===== config.mk =====
export PLATFORM = sky130hd
export DESIGN_NAME = ts_card_emitter
export DESIGN_NICKNAME = d
export VERILOG_FILES = /design/src/rtl/ts_card_emitter.sv
export SDC_FILE = /design/constraint.sdc
export NUM_CORES = 1
export LEC_CHECK = 0
export ABC_AREA = 1
export ABC_CLOCK_PERIOD_IN_PS = 4700
export BUFFER_PORTS_ARGS = -buffer_cell sky130_fd_sc_hd__buf_2
export CAP_MARGIN = 20
export CORE_UTILIZATION = 48
export CTS_CLUSTER_SIZE = 20
export DETAILED_ROUTE_END_ITERATION = 7
export PLACE_DENSITY = 0.66
export SYNTH_ARGS = -nofsm -noshare
export SYNTH_HDL_FRONTEND = slang
export SYNTH_SLANG_ARGS = --single-unit

===== constraint.sdc =====
create_clock -name clk -period 4.7 [get_ports clk]
set_input_delay 0.47 -clock clk [delete_from_list [all_inputs] [get_ports clk]]
set_output_delay 0.47 -clock clk [all_outputs]
set_load 0.02 [all_outputs]

===== src/rtl/ts_card_emitter.sv =====
// Card-side ISO7816-3 TS responder: follows the terminal's VDD/RST/CLK and, a programmable
// number of card-clock edges after RST release, sends one TS character on I/O.
module ts_card_emitter #(
    parameter int unsigned ETU_CLKS = 372,
    parameter int unsigned DELAY_W  = 16,
    parameter int unsigned ETU_W    = 9
) (
    input  logic               clk,
    input  logic               reset,
    input  logic               isoVdd,
    input  logic               isoReset,
    input  logic               isoClk,
    input  logic [DELAY_W-1:0] tsDelay,
    input  logic [7:0]         tsByte,
    input  logic               inverse,
    output logic               sioOut,
    output logic               sioOe,
    output logic               activated,
    output logic               busy,
    output logic               tsSent
);

    typedef enum logic [2:0] {
        S_IDLE,
        S_ARMED,
        S_DELAY,
        S_TX,
        S_GUARD,
        S_DONE
    } state_t;

    localparam logic [ETU_W-1:0]   ETU_LAST  = ETU_W'(ETU_CLKS - 1);
    localparam logic [3:0]         LAST_BIT  = 4'd9;
    localparam logic [3:0]         LAST_GT   = 4'd1;
    localparam logic [DELAY_W-1:0] DELAY_MAX = '1;

    logic [2:0] iso_clk_s_q, iso_clk_s_d;
    logic [1:0] vdd_s_q, vdd_s_d;
    logic [1:0] rst_s_q, rst_s_d;

    state_t             state_q, state_d;
    logic [DELAY_W-1:0] delay_cnt_q, delay_cnt_d;
    logic [DELAY_W-1:0] delay_lim_q, delay_lim_d;
    logic [ETU_W-1:0]   etu_cnt_q, etu_cnt_d;
    logic [3:0]         bit_cnt_q, bit_cnt_d;
    logic [9:0]         frame_q, frame_d;
    logic               sio_out_q, sio_out_d;
    logic               sio_oe_q, sio_oe_d;
    logic               activated_q, activated_d;
    logic               busy_q, busy_d;
    logic               ts_sent_q, ts_sent_d;

    logic               iso_edge;
    logic               vdd_ok;
    logic               rst_hi;
    logic [DELAY_W-1:0] delay_inc;
    logic [3:0]         next_bit;
    logic [7:0]         byte_rev;
    logic [9:0]         frame_new;

    assign iso_edge = iso_clk_s_q[1] & ~iso_clk_s_q[2];
    assign vdd_ok   = vdd_s_q[1];
    assign rst_hi   = rst_s_q[1];

    always_comb begin
        iso_clk_s_d = {iso_clk_s_q[1:0], isoClk};
        vdd_s_d     = {vdd_s_q[0], isoVdd};
        rst_s_d     = {rst_s_q[0], isoReset};
    end

    // Frame is bit 0 = start, bits 1..8 = data in line order, bit 9 = parity, all as line levels.
    always_comb begin
        byte_rev = '0;
        for (int unsigned i = 0; i < 8; i++) begin
            byte_rev[i] = tsByte[7-i];
        end
        if (inverse) begin
            frame_new = {~(^tsByte), ~byte_rev, 1'b0};
        end else begin
            frame_new = {^tsByte, tsByte, 1'b0};
        end
    end

    always_comb begin
        state_d     = state_q;
        delay_cnt_d = delay_cnt_q;
        delay_lim_d = delay_lim_q;
        etu_cnt_d   = etu_cnt_q;
        bit_cnt_d   = bit_cnt_q;
        frame_d     = frame_q;
        sio_out_d   = sio_out_q;
        sio_oe_d    = sio_oe_q;
        activated_d = activated_q;
        busy_d      = busy_q;
        ts_sent_d   = 1'b0;
        delay_inc   = (delay_cnt_q == DELAY_MAX) ? delay_cnt_q : delay_cnt_q + 1'b1;
        next_bit    = bit_cnt_q + 4'd1;

        case (state_q)
            S_IDLE: begin
                if (vdd_ok && !rst_hi) begin
                    state_d = S_ARMED;
                end
            end
            S_ARMED: begin
                if (rst_hi) begin
                    state_d     = S_DELAY;
                    delay_cnt_d = '0;
                    delay_lim_d = (tsDelay == '0) ? DELAY_W'(1) : tsDelay;
                    frame_d     = frame_new;
                    activated_d = 1'b1;
                end
            end
            S_DELAY: begin
                if (iso_edge) begin
                    delay_cnt_d = delay_inc;
                    if (delay_inc >= delay_lim_q) begin
                        state_d   = S_TX;
                        etu_cnt_d = '0;
                        bit_cnt_d = '0;
                        sio_out_d = frame_q[0];
                        sio_oe_d  = 1'b1;
                        busy_d    = 1'b1;
                    end
                end
            end
            S_TX: begin
                if (iso_edge) begin
                    if (etu_cnt_q == ETU_LAST) begin
                        etu_cnt_d = '0;
                        if (bit_cnt_q == LAST_BIT) begin
                            state_d   = S_GUARD;
                            bit_cnt_d = '0;
                            sio_out_d = 1'b1;
                            sio_oe_d  = 1'b0;
                            busy_d    = 1'b0;
                        end else begin
                            bit_cnt_d = next_bit;
                            sio_out_d = frame_q[next_bit];
                        end
                    end else begin
                        etu_cnt_d = etu_cnt_q + 1'b1;
                    end
                end
            end
            S_GUARD: begin
                if (iso_edge) begin
                    if (etu_cnt_q == ETU_LAST) begin
                        etu_cnt_d = '0;
                        if (bit_cnt_q == LAST_GT) begin
                            state_d   = S_DONE;
                            bit_cnt_d = '0;
                            ts_sent_d = 1'b1;
                        end else begin
                            bit_cnt_d = next_bit;
                        end
                    end else begin
                        etu_cnt_d = etu_cnt_q + 1'b1;
                    end
                end
            end
            S_DONE: begin
            end
            default: begin
                state_d = S_IDLE;
            end
        endcase

        // Loss of supply beats warm reset; both abandon any character in flight.
        if ((state_q != S_IDLE && !vdd_ok) ||
            (state_q inside {S_DELAY, S_TX, S_GUARD, S_DONE} && !rst_hi)) begin
            state_d     = vdd_ok ? S_ARMED : S_IDLE;
            delay_cnt_d = '0;
            etu_cnt_d   = '0;
            bit_cnt_d   = '0;
            sio_out_d   = 1'b1;
            sio_oe_d    = 1'b0;
            activated_d = 1'b0;
            busy_d      = 1'b0;
            ts_sent_d   = 1'b0;
        end
    end

    always_ff @(posedge clk) begin
        if (reset) begin
            iso_clk_s_q <= '0;
            vdd_s_q     <= '0;
            rst_s_q     <= '0;
            state_q     <= S_IDLE;
            delay_cnt_q <= '0;
            delay_lim_q <= '0;
            etu_cnt_q   <= '0;
            bit_cnt_q   <= '0;
            frame_q     <= '1;
            sio_out_q   <= 1'b1;
            sio_oe_q    <= 1'b0;
            activated_q <= 1'b0;
            busy_q      <= 1'b0;
            ts_sent_q   <= 1'b0;
        end else begin
            iso_clk_s_q <= iso_clk_s_d;
            vdd_s_q     <= vdd_s_d;
            rst_s_q     <= rst_s_d;
            state_q     <= state_d;
            delay_cnt_q <= delay_cnt_d;
            delay_lim_q <= delay_lim_d;
            etu_cnt_q   <= etu_cnt_d;
            bit_cnt_q   <= bit_cnt_d;
            frame_q     <= frame_d;
            sio_out_q   <= sio_out_d;
            sio_oe_q    <= sio_oe_d;
            activated_q <= activated_d;
            busy_q      <= busy_d;
            ts_sent_q   <= ts_sent_d;
        end
    end

    assign sioOut    = sio_out_q;
    assign sioOe     = sio_oe_q;
    assign activated = activated_q;
    assign busy      = busy_q;
    assign tsSent    = ts_sent_q;

endmodule


# == After elaboration in Yosys (flattened, before gate mapping) ==
# Index checks and enable logic that the tools add are counted.
# totals
reg_bits,69
latchBits,0
ram_bits,0
mem_bits_ro,0
in_bits,30
wordCells,127
memories,0
# classes
addsub,3
n_mul,0
div_mod_pow,0
n_lt_le_gt_ge,2
n_eq_ne,29
shift,0
mux,48
bitwise_logic,7
n_reduce_logical,25
# op_table
operator,count
$mux 16,4
$mux 9,4
$mux 3,11
$mux 4,8
$pmux 16 s2,1
$ne 3x2->1 const B,8
$pmux 3 s6,1
$pmux 9 s2,1
$add 16x1->16 const B,1
$eq 16x16->1 const B,1
$ge 16x16->1,1
$logic_not 16->1,1
$ne 2x2->1 const B,8
$mux 1,13
$pmux 4 s3,1
$reduce_and 11->1,1
$mux 10,1
$add 9x1->9 const B,1
$eq 9x9->1 const B,1
$not 8->8,1
$reduce_xor 8->1,1
$reduce_and 7->1,1
$eq 3x2->1 const B,2
$eq 3x3->1 const B,2
other kinds (25),39

# == Logic depth before layout (Yosys ltp) ==
# Gate-level depths: netlist of run 1.
# depth
ltp_word,7
depth_mapped,22
ltp_nobuf,21

# == Worst setup path before layout of run 1 ==
# OpenSTA, ideal clock, no wires.
# synth_path
kind,register to register
start,reg delay_cnt_q[0]
end,reg state_q[0]
arrival_time_ns,2.454
slack_ns,2.131
path_stages_with_launch,19
path_buffers,2
cell_sequence,dfxtp_1 > ha_1 > inv_1 > nor2_1 > nand4_2 > buf_2 > nand2_1 > ha_1 > nand2_1 > inv_1 > o21ai_0 > nand3_2 > nor2_4 > nand2_4 > buf_12 > nand2_4 > nand3_1 > nand2_1 > nor2_1
# synth_between
elab_chain_cells,5
# synth_lines
element,line_no,rtl
from (decl),42,"logic [DELAY_W-1:0] delay_cnt_q, delay_cnt_d;"
from (signal assigned),205,delay_cnt_q <= delay_cnt_d;
$add 16x1->16 / $eq 16x16->1 (equally long branches),96,delay_inc = (delay_cnt_q == DELAY_MAX) ? delay_cnt_q : delay_cnt_q + 1'b1;
$mux 16 *,96,
$ge 16x16->1 *,117,if (delay_inc >= delay_lim_q) begin
$ne 3x2->1 (no line) *,-,
$reduce_and 11->1 (no line) *,-,
to (signal assigned),204,state_q <= state_d;
to (decl),41,"state_t state_q, state_d;"
# Every way passes the cells marked *; elsewhere a longest branch is shown, timed or not.
# A chain may end at the register's enable or synchronous reset.

# == Worst setup path in the final report of run 1 ==
# layout_path
start,reg delay_cnt_q[0]
end,reg etu_cnt_q[7]
# layout_between
elab_chain_cells,5
# layout_lines
element,line_no,rtl
$add 16x1->16 / $eq 16x16->1 (equally long branches),96,
$mux 16 *,96,
$ge 16x16->1 *,117,
$ne 2x2->1 (no line) *,-,
$reduce_and 4->1 (no line) *,-,
to (signal assigned),207,etu_cnt_q <= etu_cnt_d;
to (decl),44,"logic [ETU_W-1:0] etu_cnt_q, etu_cnt_d;"
# Marked as above.

==> results of run 1 <==
[stage by stage]
stage | worst slack (ns) | hold WS, ns | power, W | instances | utilization, %
2_1_floorplan | 2.13 | 0.388 | 0.00103 | 639 | -
4_1_cts | 1.62 | 0.312 | 0.00170 | 779 | 54.8
3_3_place_gp | 1.77 | 0.389 | 0.00109 | 763 | 51.9
6_report | 1.63 | 0.314 | 0.00169 | 779 | 54.8
5_1_grt | 1.31 | 0.314 | 0.00179 | 779 | 54.8
3_5_place_dp | 1.66 | 0.398 | 0.00110 | 763 | 51.9
[Yosys cell counts, types with 3 or more instances]
cell / count / area share [%]
a21oi_2: 10 / 2.0
nand3_1: 47 / 5.4
inv_2: 3 / 0.26
nor4_1: 5 / 0.72
nand2_4: 4 / 1.0
o21ai_0: 10 / 1.2
ha_1: 20 / 5.8
nand2_2: 11 / 1.6
nor2_1: 73 / 6.3
o211ai_1: 13 / 2.2
buf_4: 4 / 0.69
dfxtp_1: 69 / 32
buf_2: 6 / 0.69
nand4_1: 12 / 1.7
nor2_2: 5 / 0.72
xnor2_1: 8 / 1.6
nand2_1: 168 / 15
nor3_1: 5 / 0.58
xor2_1: 12 / 2.4
inv_1: 87 / 7.5
a211oi_1: 15 / 2.6
nor2_4: 3 / 0.78
clkbuf_1: 5 / 0.43
a21oi_1: 27 / 3.1
[sequential cells by signal (all words and copies together), names as in the netlist]
signal / count
activated: 1
tsSent: 1
state_q: 3
iso_clk_s_q: 3
rst_s_q: 2
delay_cnt_q: 16
bit_cnt_q: 4
etu_cnt_q: 9
busy: 1
vdd_s_q: 2
delay_lim_q: 16
frame_q: 10
sioOut: 1
[final timing paths]
kind,start,to,slack [ns],cells past startpoint
setup reg to reg,delay_cnt_q[0],etu_cnt_q[7],1.63,15
hold / removal,isoVdd,vdd_s_q[0],0.31,3
setup / recovery,delay_cnt_q[0],etu_cnt_q[7],1.63,15
hold reg to reg,vdd_s_q[0],vdd_s_q[1],0.41,2
[cells in the final DEF (no fill, tap or decap), drive strengths merged, types with 3 or more instances in the layout]
master	instances
nand2	184
inv	91
nor2	81
dfxtp	69
nand3	50
a21oi	38
buf	35
ha	20
a211oi	15
o211ai	13
nand4	13
xor2	12
o21ai	11
clkbuf	11
xnor2	8
nor3	6
nor4	5
bufinv	3
clkinv	3
[report_power, final]
part           total, W  switching (W)  internal, W
Sequential     0.000635      0.0000203     0.000615
Combinational  0.000447       0.000307     0.000139
Clock          0.000608       0.000239     0.000369
[cell families (layout without fill, tap and decap cells)]
| group | after synthesis | in the layout | synth area share, % |
|---|---|---|---|
| compound gates | 78 | 78 | 11.9 |
| flops | 69 | 69 | 31.8 |
| simple gates | 341 | 341 | 35.6 |
| buf+inv | 111 | 143 | 10.9 |
| fa+ha+maj | 20 | 20 | 5.77 |
| xor+xnor | 20 | 20 | 4.04 |
[critical path, stage by stage (launching register included)]
cell and delay [ns]:
dfxtp_1 0.42, ha_1 0.29, inv_1 0.06, nor2_1 0.24, nand4_2 0.39, nand2_1 0.26, ha_1 0.27, nand2_1 0.07
inv_1 0.03, o21ai_0 0.17, nand3_2 0.11, nor2_4 0.13, nand2_4 0.20, nand2_8 0.17, nand2_2 0.06, a21oi_2 0.13
[per-layer routing]
| layer | up-vias | wire length (um) | track usage, % |
|---|---|---|---|
| li1 | 2098 | - | - |
| met1 | 1759 | 4410 | 26.4 |
| met2 | 65 | 4460 | 35.8 |
| met3 | 15 | 271 | 3.67 |
| met4 | 0 | 170 | 9.18 |
| met5 | - | 0 | 0 |
[layout make-up]
type	count	area [um^2]	area share, %
multi-input cells	459	2480	52.0
flip-flops and latches	69	1380	28.9
inverters	92	348	7.28
repair buffers	35	178	3.72
clock buffers	11	141	2.96
well taps	108	135	2.83
clock inverters	5	108	2.25
==> results.sh, run 1 <==
export IMPL_grt_pass1_vias=3627
export IMPL_p_leak_nw=2.11
export IMPL_drtPass1Iterations=4
export IMPL_die_area_um2=9420
export IMPL_dp_hpwl_um=6920
export IMPL_antenna_left=0
export IMPL_skew_ns=0.00795
export IMPL_period_minus_slack_ns=3.07
export IMPL_relSlewSlack_pct=40.0
export IMPL_setup_violations=0
export IMPL_mappedNetlistArea_um2=4340
export IMPL_synth_edff_count=0
export IMPL_grtUsageTotal_pct=21.1
export IMPL_outcome="completed"
export IMPL_clock_fmax_mhz=325
export IMPL_hold_buffers=0
export IMPL_crit_fanout=20
export IMPL_clockBufferDepth=2
export IMPL_cts_root_buf="clkbuf_8"
export IMPL_drc=0
export IMPL_synth_cells=639
export IMPL_tritoncts="built"
export IMPL_worstSkewPairLatency_ns=0.36
export IMPL_min_path_type="input pin to flip-flop"
export IMPL_slew_violations=0
export IMPL_ys_types=39
export IMPL_finalNetCount=716
export IMPL_n_fill_cell=862
export IMPL_placed_cell_area_um2=4530
export IMPL_maxCapViolCount=0
export IMPL_vias=3937
export IMPL_worstMarginPinSlew_ns=0.899
export IMPL_grt_max_degree=34
export IMPL_cts_buffers=9
export IMPL_coreArea_um2=8720
export IMPL_crit_required_ns=4.99
export IMPL_cp_start_kind="flip-flop"
export IMPL_portBuffers=34
export IMPL_worstPathArrival_ns=3.36
export IMPL_initial_utilization_pct=49.8
export IMPL_vias_per_cell=5.05
export IMPL_p_per_area_nw_per_um2=354
export IMPL_grt_pass1_wl_um=16300
export IMPL_rsz0062_at_grt="false"
export IMPL_gp_congestion=0.920
export IMPL_cts_resized=0
export IMPL_yosysWarnings=0
export IMPL_yosysSeqAreaShare_pct=31.8
export IMPL_ios=35
export IMPL_drt_iter0_drc=134
export IMPL_wl_um=9320
export IMPL_overflow=0
export IMPL_clkTransAtPathRegs_ns=0.08
export IMPL_hold_violations=0
export IMPL_critPathCaptureType="flip-flop"
export IMPL_clock_sinks=69
export IMPL_die_w_um=97.1
export IMPL_worstSetupPathType="flip-flop to flip-flop"
export IMPL_areaGrowthSynthToFinish_pct=10.1
export IMPL_avgSynthCellArea_um2=6.79
export IMPL_ys_async_sr_fraction_pct=0
export IMPL_final_area_um2=4780
export IMPL_tns_ns=0
export IMPL_post_cts_buffers=0
export IMPL_ys_seq_elements=69
export IMPL_antenna_found_initial=0
export IMPL_wl_per_cell_um=12.0
export IMPL_period_share_pct=65.4
export IMPL_ir_drop_mv=0.178
export IMPL_diodes=0
export IMPL_htree_levels=3
export IMPL_syn_nets=689
export IMPL_die_h_um=97.1
export IMPL_num_rows=34
export IMPL_drive_gt1_share_pct=14.3
export IMPL_synth_top_flop_cell="dfxtp_1"
Note: power is estimated with default switching activity, not from simulation.
==> run 2, diff against run 1 <==
ABC_CLOCK_PERIOD_IN_PS = 2900   (was 4700)
clock period = 2.9 ns   (was 4.7 ns; I/O delays follow)
==> run 2 against run 1 <==
Clock skew grew 0.0021 ns. Wire length grew 3.7%. Total power grew 56%. Worst hold slack lost 0.18 ns. Die area is the same.
==> results.sh, run 2 (synthesized netlist as in run 1, its figures left out) <==
export IMPL_outcome="completed"
export IMPL_p_leak_nw=2.12
export IMPL_clock_fmax_mhz=379
export IMPL_htree_levels=3
export IMPL_cts_resized=0
export IMPL_grt_max_degree=34
export IMPL_antenna_found_initial=0
export IMPL_critPathCaptureType="flip-flop"
export IMPL_cp_start_kind="flip-flop"
export IMPL_ios=35
export IMPL_crit_required_ns=3.14
export IMPL_period_share_pct=91.0
export IMPL_grt_pass1_wl_um=16600
export IMPL_slew_violations=0
export IMPL_areaGrowthSynthToFinish_pct=11.4
export IMPL_clkTransAtPathRegs_ns=0.07
export IMPL_drt_iter0_drc=93
export IMPL_fin_util_pct=55.5
export IMPL_cts_root_buf="clkbuf_8"
export IMPL_initial_utilization_pct=49.8
export IMPL_period_minus_slack_ns=2.64
export IMPL_placed_cell_area_um2=4590
export IMPL_multi_input_area_um2=2520
export IMPL_wl_um=9660
export IMPL_worstMarginPinSlew_ns=0.879
export IMPL_post_cts_buffers=0
export IMPL_clockBufferDepth=2
export IMPL_p_per_area_nw_per_um2=545
export IMPL_gp_congestion=0.842
export IMPL_final_cell_mix="167 x nand2_1, 87 x inv_1, 71 x nor2_1"
export IMPL_crit_top_cell="nand2_1"
export IMPL_wl_per_cell_um=12.3
export IMPL_min_path_type="input pin to flip-flop"
export IMPL_worstSetupPathType="flip-flop to flip-flop"
export IMPL_clock_sinks=69
export IMPL_finalNetCount=724
export IMPL_grt_pass1_vias=3765
export IMPL_reg_top3="delay_cnt_q: 16 flops, delay_lim_q: 16 flops, frame_q: 10 flops"
export IMPL_ir_drop_mv=0.295
export IMPL_cts_buffers=9
export IMPL_seqCellArea_um2=1380
export IMPL_worstSkewPairLatency_ns=0.35
export IMPL_final_area_um2=4840
export IMPL_crit_fanout=20
export IMPL_layout_commonest_cell="nand2_1"
export IMPL_hold_buffers=0
export IMPL_skew_ns=0.0101
export IMPL_relSlewSlack_pct=41.3
export IMPL_hold_violations=0
export IMPL_worstPathArrival_ns=2.88
export IMPL_coreArea_um2=8720
export IMPL_crit_path_cell_trace="ha_4, inv_1, nor2_1, nand4_2, buf_4, nand2_1, ha_1, nand2_1, inv_1, o21ai_0, nand3_2, nor2_4, nand2_8, nand2_4, nand3_1, nand2_1, nor2_1"
export IMPL_drc=0
export IMPL_drive_gt1_share_pct=16.1
export IMPL_drtPass1Iterations=5
export IMPL_critPathSlowestCell="dfxtp_1"
export IMPL_vias_per_cell=5.08
export IMPL_die_area_um2=9420
export IMPL_diodes=0
export IMPL_slowest_delay_ns=0.43
export IMPL_grtUsageTotal_pct=21.5
export IMPL_dp_hpwl_um=7100
export IMPL_n_fill_cell=874
export IMPL_antenna_left=0
export IMPL_die_h_um=97.1
export IMPL_setup_violations=0
export IMPL_maxCapViolCount=0
export IMPL_overflow=0
export IMPL_portBuffers=34
export IMPL_die_w_um=97.1
export IMPL_timing_hold_ws_ns=0.139
export IMPL_tritoncts="built"
export IMPL_vias=3995
export IMPL_num_rows=34
[run 2: per-stage QoR]
stage / instances / total power [W] / setup WS, ns / TNS, ns
after CTS: 786 / 0.00264 / 0.122 / 0
final: 786 / 0.00264 / 0.262 / 0
after floorplan: 639 / 0.00166 / 0.331 / 0
after global routing: 786 / 0.00279 / -0.0249 / -0.0249
after global placement: 771 / 0.00176 / 0.173 / 0
after detailed placement: 771 / 0.00178 / 0.139 / 0
[run 2: critical path: cells and delay by family, from the launching register on]
family | cells | cell delay (ns)
adder cells (fa/ha/maj) | 2 | 0.46
AO/OA/AOI/OAI | 1 | 0.17
AND/OR/NAND/NOR | 11 | 1.19
buffers and inverters | 3 | 0.27
flip-flops | 1 | 0.43
[run 2: layout make-up]
cell class	count	share of cell area [%]
multi-input combinational	459	52.1
sequential	69	28.6
inverter	92	7.19
timing repair buffer	43	4.92
clock buffer	11	2.92
tap	108	2.79
clock inverter	4	1.50
[run 2: path summary, 6_finish.rpt]
kind | end | startpoint | cells after the start | slack, ns
worst max-delay path | state_q[0] | delay_cnt_q[1] | 17 | 0.26
worst min-delay path | iso_clk_s_q[0] | isoClk | 3 | 0.14
worst min register to register | vdd_s_q[1] | vdd_s_q[0] | 2 | 0.40
worst max register to register | state_q[0] | delay_cnt_q[1] | 17 | 0.26
[run 2: power breakdown]
group          internal [W]  switching, W
clock              0.000502      0.000362
sequential         0.000997     0.0000336
combinational      0.000232      0.000512
total               0.00173      0.000907
[run 2: per-layer routing]
layer | wire, um | global-route usage [%] | vias up | share of wire (%)
li1 | - | - | 2113 | -
met1 | 4520 | 26.4 | 1798 | 47
met2 | 4630 | 36.7 | 66 | 48
met3 | 277 | 4.24 | 18 | 2.9
met4 | 233 | 8.73 | 0 | 2.4
met5 | 0 | 0 | - | 0
==> run 3, diff against run 2 <==
CELL_PAD_IN_SITES_DETAIL_PLACEMENT = 1   (was default)
CELL_PAD_IN_SITES_GLOBAL_PLACEMENT = 1   (was default)
CORE_UTILIZATION = 43   (was 48)
PLACE_DENSITY = default   (was 0.66)
PLACE_DENSITY_LB_ADDON = 0.1   (was default)
==> run 3 against run 2 <==
Design area grew 1.1%. Critical path depth shrank 1. Maximum frequency shrank 1.4%. Sequential power is essentially flat. Sequential cell count is the same. Wire length grew 17%. Global-route usage grew 1.7 points. Core utilization shrank 5.4 points. Largest power group unchanged.
==> results.sh, run 3 (synthesized netlist as in run 1, its figures left out) <==
export IMPL_outcome="completed"
export IMPL_ios=35
export IMPL_maxCapViolCount=0
export IMPL_dp_cells=796
export IMPL_clock_sinks=69
export IMPL_initial_utilization_pct=44.4
export IMPL_cp_start_kind="flip-flop"
export IMPL_cts_buffers=9
export IMPL_clkTransAtPathRegs_ns=0.08
export IMPL_drtPass1Iterations=4
export IMPL_skew_ns=0.0134
export IMPL_worstSetupPathType="flip-flop to flip-flop"
export IMPL_vias=4069
export IMPL_drive_gt1_share_pct=16.5
export IMPL_die_area_um2=10500
export IMPL_timing_hold_ws_ns=0.132
export IMPL_multi_input_area_um2=2520
export IMPL_gp_congestion=0.852
export IMPL_hold_depth=3
export IMPL_critPathSlowestCell="dfxtp_1"
export IMPL_crit_required_ns=3.12
export IMPL_htree_levels=3
export IMPL_num_rows=36
export IMPL_worstSkewPairLatency_ns=0.36
export IMPL_wl_per_cell_um=13.9
export IMPL_post_cts_buffers=0
export IMPL_slew_violations=0
export IMPL_n_fill_cell=1334
export IMPL_grt_max_degree=34
export IMPL_fin_util_pct=50.0
export IMPL_slowest_delay_ns=0.39
export IMPL_setup_violations=0
export IMPL_period_minus_slack_ns=2.68
export IMPL_fin_ws_ns=0.224
export IMPL_overflow=0
export IMPL_wl_um=11300
export IMPL_crit_path_cell_trace="buf_4, inv_1, nor2_2, nand4_1, xor2_1, nand2_1, ha_1, nand2_1, inv_1, nand3_1, a21oi_1, nor2_4, nand2_8, nand2_8, nand2_2, a21oi_2"
export IMPL_coreArea_um2=9770
export IMPL_antenna_found_initial=0
export IMPL_hold_violations=0
export IMPL_final_cell_mix="167 x nand2_1, 87 x inv_1, 71 x nor2_1"
export IMPL_final_cell_count_no_fill=812
export IMPL_dp_hpwl_um=8680
export IMPL_die_h_um=102
export IMPL_tritoncts="built"
export IMPL_die_w_um=102
export IMPL_layout_commonest_cell="nand2_1"
export IMPL_p_per_area_nw_per_um2=557
export IMPL_diodes=0
export IMPL_reg2reg_depth=16
export IMPL_drt_iter0_drc=66
export IMPL_worstPathArrival_ns=2.90
export IMPL_clockBufferDepth=2
export IMPL_relSlewSlack_pct=37.5
export IMPL_grtUsageTotal_pct=23.2
export IMPL_crit_fanout=20
export IMPL_ir_drop_mv=0.237
export IMPL_antenna_left=0
export IMPL_place_ws_ns=0.0489
export IMPL_grt_pass1_vias=4058
export IMPL_period_share_pct=92.3
export IMPL_portBuffers=34
export IMPL_min_path_type="input pin to flip-flop"
export IMPL_reg_top3="delay_cnt_q: 16 flops, delay_lim_q: 16 flops, frame_q: 10 flops"
export IMPL_critPathCaptureType="flip-flop"
export IMPL_cts_root_buf="clkbuf_8"
export IMPL_finalNetCount=724
export IMPL_p_leak_nw=2.13
export IMPL_clock_fmax_mhz=374
export IMPL_areaGrowthSynthToFinish_pct=12.7
export IMPL_vias_per_cell=5.01
export IMPL_worstMarginPinSlew_ns=0.937
export IMPL_placed_cell_area_um2=4620
export IMPL_seqCellArea_um2=1380
export IMPL_drc=0
export IMPL_grt_pass1_wl_um=18800
export IMPL_final_area_um2=4890
[run 3: changes by cell type in the layout (fill, tap and decap cells not counted)]
cell / change
inv_6: +1
clkbuf_8: +1
clkbuf_1: -1
nor3_1: -1
nor3_2: +1
[run 3: report_power, final]
part | total, W | leakage [nW] | switching [W] | internal [W]
sequential | 0.00103 | 0.559 | 0.0000349 | 0.000996
combinational | 0.000764 | 1.46 | 0.000532 | 0.000232
clock | 0.000929 | 0.116 | 0.000396 | 0.000533
[run 3: final cells by class]
| type | count | area share, % |
|---|---|---|
| Tap cell | 133 | 3.40 |
| Timing Repair Buffer | 43 | 4.86 |
| Sequential cell | 69 | 28.3 |
| Multi-Input combinational cell | 459 | 51.6 |
| Inverter | 92 | 7.11 |
| Clock buffer | 11 | 3.10 |
| Clock inverter | 5 | 1.66 |
[run 3: path summary, 6_finish.rpt]
check / slack, ns / to / startpoint
setup / recovery: 0.22 / etu_cnt_q[4] / delay_cnt_q[0]
hold / removal: 0.13 / rst_s_q[0] / isoReset
setup reg to reg: 0.22 / etu_cnt_q[4] / delay_cnt_q[0]
hold reg to reg: 0.41 / vdd_s_q[1] / vdd_s_q[0]
[run 3: worst max-delay path, delay by kind of cell (launching register included)]
family	cells	cell delay (ns)
AO/OA/AOI/OAI	2	0.33
XOR/XNOR	1	0.15
adder cells (fa/ha/maj)	1	0.31
buffers and inverters	3	0.28
flip-flops	1	0.39
AND/OR/NAND/NOR	9	1.06
[run 3: repair_timing]
item,4_1_cts,5_1_grt
hold buffers,0,0
resized for setup,0,9
setup endpoints to repair,0,18
endpoints found under the hold margin,0,0
[run 3: routing by layer]
metal	vias to the layer above	part of all wire, %	GRT usage (%)
met5	-	0	0
met4	0	1.3	7.80
met3	9	1.7	4.17
met2	31	51	41.6
met1	1912	46	27.7
li1	2117	-	-
[run 3: metrics by stage]
| stage | setup TNS [ns] | power [W] |
|---|---|---|
| after detailed placement | 0 | 0.00181 |
| after global routing | -0.0409 | 0.00290 |
| final | 0 | 0.00272 |
| after CTS | 0 | 0.00274 |
| after floorplan | 0 | 0.00166 |
| after global placement | 0 | 0.00178 |
